==> src/rtl/capture_pkg.sv <==
// rtl/capture_pkg.sv - shared types and LFSR helper for the capture ready scheduler
package capture_pkg;

  typedef enum logic [1:0] {CAP_NONE, CAP_FULL, CAP_PERIODIC, CAP_RANDOM} capture_mode_t;
  typedef enum logic [1:0] {ST_IDLE, ST_RUN, ST_DONE} cap_state_t;

  // Right-shifting Fibonacci form of x^16+x^14+x^13+x^11+1: feedback from bits 0,2,3,5.
  localparam logic [15:0] LFSR_TAPS = 16'h002D;

  function automatic logic [15:0] lfsr_next(input logic [15:0] cur);
    return {^(cur & LFSR_TAPS), cur[15:1]};
  endfunction

endpackage

==> src/rtl/lfsr16.sv <==
// rtl/lfsr16.sv - 16-bit Fibonacci LFSR with seed loaded on reset; zero seed forced to 1
module lfsr16
  import capture_pkg::*;
(
  input  logic        clk,
  input  logic        rst,
  input  logic        step,
  input  logic [15:0] seed,
  output logic [15:0] q
);

  logic [15:0] q_q, q_d;
  logic [15:0] seed_safe;

  assign seed_safe = (seed == 16'h0000) ? 16'h0001 : seed;

  always_comb begin
    q_d = q_q;
    if (step) q_d = lfsr_next(q_q);
  end

  always_ff @(posedge clk or posedge rst) begin
    if (rst) q_q <= seed_safe;
    else     q_q <= q_d;
  end

  assign q = q_q;

endmodule

==> src/rtl/capture_ready_scheduler.sv <==
// rtl/capture_ready_scheduler.sv - ready pattern generator, beat counter and end-of-capture FSM
module capture_ready_scheduler
  import capture_pkg::*;
#(
  parameter int          MODE         = 2,
  parameter int          ASSERT_CNT   = 5,
  parameter int          DEASSERT_CNT = 5,
  parameter logic [15:0] LFSR_SEED    = 16'hACE1,
  parameter int          RAND_THRESH  = 8,
  parameter int          EXPECT_BEATS = 0,
  parameter int          IDLE_TIMEOUT = 1000
)(
  input  logic        clk,
  input  logic        rst,
  input  logic        enable,
  input  logic        valid,
  output logic        ready,
  output logic        done,
  output logic        timeout,
  output logic        busy,
  output logic [31:0] beat_cnt
);

  localparam capture_mode_t MODE_E = capture_mode_t'(MODE[1:0]);
  localparam logic [31:0]   PERIOD = 32'(ASSERT_CNT + DEASSERT_CNT);
  localparam logic [31:0]   A_CNT  = 32'(ASSERT_CNT);
  localparam logic [31:0]   EXP    = 32'(EXPECT_BEATS);
  localparam logic [31:0]   TMO    = 32'(IDLE_TIMEOUT);
  localparam logic [15:0]   THRESH = 16'(RAND_THRESH);

  cap_state_t  state_q, state_d;
  logic        ready_q, ready_d;
  logic        done_q, done_d;
  logic        timeout_q, timeout_d;
  logic        busy_q, busy_d;
  logic [31:0] beat_cnt_q, beat_cnt_d;
  logic [31:0] phase_q, phase_d;
  logic [31:0] idle_q, idle_d;
  logic [15:0] lfsr_q;
  logic        lfsr_step;
  logic        beat;

  lfsr16 u_lfsr (
    .clk  (clk),
    .rst  (rst),
    .step (lfsr_step),
    .seed (LFSR_SEED),
    .q    (lfsr_q)
  );

  assign beat = valid && ready_q;

  always_comb begin
    state_d    = state_q;
    ready_d    = 1'b0;
    done_d     = 1'b0;
    timeout_d  = timeout_q;
    beat_cnt_d = beat_cnt_q;
    phase_d    = phase_q;
    idle_d     = idle_q;
    lfsr_step  = 1'b0;
    case (state_q)
      ST_IDLE: begin
        if (enable) begin
          state_d    = ST_RUN;
          beat_cnt_d = '0;
          timeout_d  = 1'b0;
          phase_d    = '0;
          idle_d     = '0;
        end
      end
      ST_RUN: begin
        if (beat) begin
          beat_cnt_d = beat_cnt_q + 32'd1;
          idle_d     = '0;
        end else begin
          idle_d     = idle_q + 32'd1;
        end
        phase_d = (phase_q + 32'd1 >= PERIOD) ? '0 : phase_q + 32'd1;
        // Abort beats completion; completion beats timeout (timeout needs a beat-less cycle).
        if (!enable) begin
          state_d = ST_IDLE;
        end else if (EXP != 32'd0 && beat && beat_cnt_d == EXP) begin
          state_d = ST_DONE;
          done_d  = 1'b1;
        end else if (TMO != 32'd0 && !beat && idle_q == TMO - 32'd1) begin
          state_d   = ST_DONE;
          done_d    = 1'b1;
          timeout_d = 1'b1;
        end
      end
      ST_DONE: begin
        if (!enable) state_d = ST_IDLE;
      end
      default: state_d = ST_IDLE;
    endcase

    // ready is computed for the cycle being entered, so it drops the cycle after leaving RUN.
    if (state_d == ST_RUN) begin
      lfsr_step = 1'b1;
      case (MODE_E)
        CAP_NONE:     ready_d = 1'b0;
        CAP_FULL:     ready_d = 1'b1;
        CAP_PERIODIC: ready_d = (phase_d < A_CNT);
        CAP_RANDOM:   ready_d = ((lfsr_q & 16'h000F) < THRESH);
        default:      ready_d = 1'b0;
      endcase
    end
    busy_d = (state_d == ST_RUN);
  end

  always_ff @(posedge clk or posedge rst) begin
    if (rst) begin
      state_q    <= ST_IDLE;
      ready_q    <= 1'b0;
      done_q     <= 1'b0;
      timeout_q  <= 1'b0;
      busy_q     <= 1'b0;
      beat_cnt_q <= '0;
      phase_q    <= '0;
      idle_q     <= '0;
    end else begin
      state_q    <= state_d;
      ready_q    <= ready_d;
      done_q     <= done_d;
      timeout_q  <= timeout_d;
      busy_q     <= busy_d;
      beat_cnt_q <= beat_cnt_d;
      phase_q    <= phase_d;
      idle_q     <= idle_d;
    end
  end

  assign ready    = ready_q;
  assign done     = done_q;
  assign timeout  = timeout_q;
  assign busy     = busy_q;
  assign beat_cnt = beat_cnt_q;

endmodule

==> config.mk <==
export PLATFORM = sky130hd
export DESIGN_NAME = capture_ready_scheduler
export DESIGN_NICKNAME = d
export VERILOG_FILES = /design/src/rtl/capture_pkg.sv /design/src/rtl/lfsr16.sv /design/src/rtl/capture_ready_scheduler.sv
export SDC_FILE = /design/constraint.sdc
export NUM_CORES = 1
export LEC_CHECK = 0
export ABC_AREA = 1
export CORE_ASPECT_RATIO = 1.5
export CORE_MARGIN = 2
export CORE_UTILIZATION = 64
export DETAILED_ROUTE_END_ITERATION = 10
export PLACE_DENSITY_LB_ADDON = 0.2
export SETUP_SLACK_MARGIN = 0.4
export SKIP_LAST_GASP = 1
export SLEW_MARGIN = 0
export SYNTH_ARGS = -nofsm -noshare
export SYNTH_HDL_FRONTEND = slang
export SYNTH_SLANG_ARGS = --single-unit
==> constraint.sdc <==
create_clock -name clk -period 5.71 [get_ports clk]
set_input_delay 1.142 -clock clk [delete_from_list [all_inputs] [get_ports clk]]
set_output_delay 1.142 -clock clk [all_outputs]
set_load 0.01 [all_outputs]
==> Word level (Yosys, flattened, before mapping) <==
Cells that the tools add are included.
{ "classes": {"addsub": 3, "order_cmp": 2, "n_eq_ne": 8, "mux": 21, "reduce_logical": 8} }
{ "op_table": {"columns": ["operator", "n"], "rows": [
  ["32-bit case mux with 2 select lines", 3],
  ["32-bit two-way mux", 5],
  ["32-bit by 1-bit adder with 32-bit output (second input constant)", 3],
  ["32-bit by 10-bit == test with 1-bit output (second input constant)", 1],
  ["32-bit by 4-bit greater-or-equal comparator with 1-bit output (second input constant)", 1],
  ["32-bit by 3-bit < comparator with 1-bit output (second input constant)", 1],
  ["2-bit two-way mux", 4],
  ["2-bit != test (second input constant)", 4],
  ["1-bit two-way mux", 7],
  ["2-bit case mux with 3 select lines", 1],
  ["2-bit by 1-bit == test with 1-bit output (second input constant)", 2],
  ["4-bit AND reduction", 1],
  ["3-bit AND reduction", 1],
  ["2-bit == test (second input constant)", 1],
  ["1-bit logical AND", 2],
  ["2-bit zero test", 1],
  ["1-bit case mux with 2 select lines", 1],
  ["2-bit AND reduction", 1],
  ["2-bit nonzero test", 1],
  ["1-bit zero test", 1]
]} }
{ "word_totals": {"reg_bits": 102, "in_bits": 4, "output_inout_bits": 36} }

==> Logic depth before layout (Yosys ltp) <==
{ "depth": {"depth_word": 8, "ltp_mapped": 17} }

==> Least setup slack after synthesis <==
No wires, ideal clock.
{ "synth_path": {"path_type": "input -> register", "startpoint": "input enable", "endpoint": "register beat_cnt_q[29] (netlist: beat_cnt[29])", "setup_time_ns": 0.122, "t_arrival_ns": 2.494, "t_required_ns": 5.588, "setup_slack_ns": 3.094, "path_stages": 15, "path_cell_list": "inv_1 -> nor2_2 -> nor2_4 -> inv_2 -> nand2_2 -> nor2_4 -> nand2_2 -> nor2_4 -> nand4_1 -> nor2_1 -> nand2_1 -> nor2_4 -> nand4_1 -> o21ai_1 -> a21oi_1"} }
{ "synth_via": {"elab_chain_cells": 2} }
{ "synth_rtl": {"columns": ["element", "line_no", "text"], "rows": [
  ["from (decl)", "capture_ready_scheduler.sv:15", "input logic enable,"],
  ["2-bit != test (no line)", null, null],
  ["3-bit AND reduction (no line)", null, null],
  ["to (signal assigned)", "capture_ready_scheduler.sv:128", "beat_cnt_q <= beat_cnt_d;"],
  ["to (decl)", "capture_ready_scheduler.sv:36", "logic [31:0] beat_cnt_q, beat_cnt_d;"]
]} }
No other way between the ends.
A chain may end at the register's enable or synchronous reset.

==> Final worst setup path <==
Ends and elaborated chain as after synthesis.

==> metrics <==
post-route setup TNS=0 ns; die width=roughly 83 µm; DRT Pass-1 Iters=8; Row Count=43; Initial Utilization=0.652; nature of the critical path startpoint=primary input; FF-to-FF End=beat_cnt[29]; Remaining DRCs=0; worst path required time=just under 6 ns; post-synthesis sequential area ratio=0.428; share of post-route cells with drive strength above 1=0.0716; clk buf depth=2; ANT nets after route=0; # diodes=0; htree depth=3; final setup fails=0; Reg2Reg Setup Slack=about 2.5 ns; post-CTS setup buffers=0; GRT Util Overall=0.311; skew final=about 0.0072 ns; Area Growth Syn to Fin=13.5%; CTS Buf Count=9; most used flip-flop cell after synthesis=dfrtp_1; Worst-Skew Late Latency=between 0.3 and 0.4 ns; net count after synthesis=approximately 850; first-pass GRT wire length=~25,000 µm; grt ovf=0; via/cell ratio=approximately 5.8; YS warnings=0; top cells by area, synth=dfrtp_1 (43%), nand2_1 (13%), nor2_1 (7.9%), inv_1 (7.6%), nand3_1 (4.3%); Core Area=roughly 0.009 mm²; synthesized instance count=around 840; die height=about 120 µm; critical path class=in2reg; routability cong.=0.981; final net count=around 880; maximum vdd drop=roughly 0.00017 V; CP Max Fanout=39; number of flops mapped to enable cells by yosys=0; Worst-Margin Slew=slightly above 0.9 ns; CTS root buf=clkbuf_16; Yosys top cell by area=dfrtp_1; placed cell areas=roughly 0.0065 mm²; post-layout instance area=0.00677 mm²; HP Class=reg2reg; pwr/cell area=229 mW/mm²; CTS hold repair buffers=0; Critical Path End Type=flop; Routed Wire Length=roughly 15,000 µm; Mapped Avg Cell Area=7.13 µm²; Hold Path End=timeout; initial antenna violation count=0; Boundary Pins=40; post-DP HPWL=about 11,000 µm; R2R cell count=14; Synth top area share=0.428; via count=5,715; Critical Path AT=~4.3 ns; area of the mapped netlist=0.00597 mm²; via count of the first global-routing pass=about 5,600; CTS Sinks=about 100; FMAX=246 MHz; Post-CTS Resized=0; wire per inst=approximately 15 µm; # port buffers=39; reg2reg start=state_q[1]; CTS tree=done; total power draw=~1.6 mW; Max-Slew Margin vs Limit=0.380; largest net degree at the start of global routing=76; RSZ-0062 raised after global routing=false; hold_sp=timeout; synth unique cells=approximately 40; flops & latches, synth=between 100 and 150; status=completed; endpoints failing hold=0; Hold Path Stages=2; Die ar.=approximately 0.01 mm²; Tcrit/Tclk final=0.713; filler cell count=732; clock slew at reported path FFs=~0.07 ns; FFs w/ async S/R, synth=1.00; Initial DRC Count=453; leakage power=between 2 and 3 nW; Slew Viols, Final=0; Final min period=between 4 and 5 ns; max cap viols=0
## worst max path at each step
stage                      start            to  cells after the start
after floorplan              rst   beat_cnt[0]                      1
after global placement    enable  beat_cnt[29]                     16
after detailed placement  enable  beat_cnt[29]                     16
after CTS                 enable  beat_cnt[29]                     16
after global routing      enable  beat_cnt[29]                     16
final                     enable  beat_cnt[29]                     16
## layout make-up
| class | count | area (µm²) | share of cell area |
|---|---|---|---|
| Multi-Input combinational cell | 594 | 2880 | 0.425 |
| Sequential cell | 102 | 2550 | 0.377 |
| Inverter | 128 | 484 | 0.0715 |
| Timing Repair Buffer | 40 | 398 | 0.0588 |
| Clock buffer | 13 | 280 | 0.0414 |
| Tap cell | 112 | 140 | 0.0207 |
| Clock inverter | 3 | 40.0 | 0.00591 |
## Yosys cell counts (2+ instances only)
master	n
nor4_1	11
nor3b_1	2
inv_2	6
ha_1	4
nand3_2	2
nand2_4	3
o21a_1	2
a2bb2oi_1	2
and3_1	3
nor3_1	27
nor2_4	14
o22ai_1	2
nor3_2	4
a211oi_1	3
dfrtp_1	102
nor2_1	126
clkbuf_1	10
a31oi_1	3
nand2_2	4
o21ai_0	34
xor2_1	7
nand3_1	51
nand2_1	207
a21oi_1	42
inv_1	121
buf_1	2
nand4_1	18
nor2_2	8
o21ai_2	2
o31ai_1	4
## state kept, by name, summed over array words and instances (netlist names)
| register | flops |
|---|---|
| busy | 1 |
| timeout | 1 |
| done | 1 |
| phase_q | 32 |
| beat_cnt | 32 |
| idle_q | 32 |
| ready | 1 |
| state_q | 2 |
## power by group
part / internal, mW / switching (mW)
Combinational: 0.0431 / 0.0973
Sequential: 0.739 / 0.0239
Clock: 0.386 / 0.261
Total: 1.17 / 0.382
## worst max-delay path: stages
cell and delay [ns]:
clkdlybuf4s50_1 0.48, inv_1 0.06, nor2_2 0.16, nor2_4 0.13
inv_2 0.55, nand2_2 0.46, nor2_4 0.23, nand2_2 0.12
nor2_4 0.12, nand4_1 0.13, nor2_1 0.12, nand2_1 0.13
nor2_4 0.14, nand4_1 0.12, o21ai_1 0.15, a21oi_1 0.06
## metal layers
metal / GRT usage / wire, µm / vias to the layer above
met5: 0 / 0 / -
met4: 0.175 / 697 / 0
met3: 0.0363 / 564 / 57
met2: 0.564 / 8120 / 194
met1: 0.357 / 5810 / 2716
li1: - / - / 2748
## per-stage QoR
stage,hold WS (ns),util,worst slack [ns],instances
after global placement,0.469,0.705,1.43,976
after global routing,0.530,0.740,1.33,992
final,0.489,0.740,1.64,992
after floorplan,0.477,-,1.89,837
after detailed placement,0.474,0.705,1.32,976
after CTS,0.491,0.740,1.68,992
## cells in the final DEF (no fill, tap or decap), types with 2 or more instances in the layout
cell / instances
clkdlybuf4s50_1: 39
nor2_1: 126
nand3_2: 2
nand2_4: 3
nor4_1: 11
nor2_2: 8
a2bb2oi_1: 2
o21ai_0: 34
dfrtp_1: 102
o21a_1: 2
nor2_4: 14
o22ai_1: 2
nand2_2: 4
clkbuf_16: 9
o31ai_1: 4
xor2_1: 7
nand2_1: 207
a21oi_1: 42
o21ai_2: 2
a31oi_1: 3
nor3_2: 4
nor3_1: 27
inv_1: 120
ha_1: 4
a211oi_1: 3
clkinv_2: 3
inv_2: 6
nor3b_1: 2
clkbuf_8: 4
nand4_1: 18
and3_1: 3
nand3_1: 51
## cell families after synthesis
family	Yosys count	share of synthesized area
fa+ha+maj	4	0.00839
xor+xnor	7	0.0103
buf+inv	141	0.0902
compound gates	100	0.0944
simple gates	483	0.369
flops	102	0.428
Power figures use the tool's default switching activity.
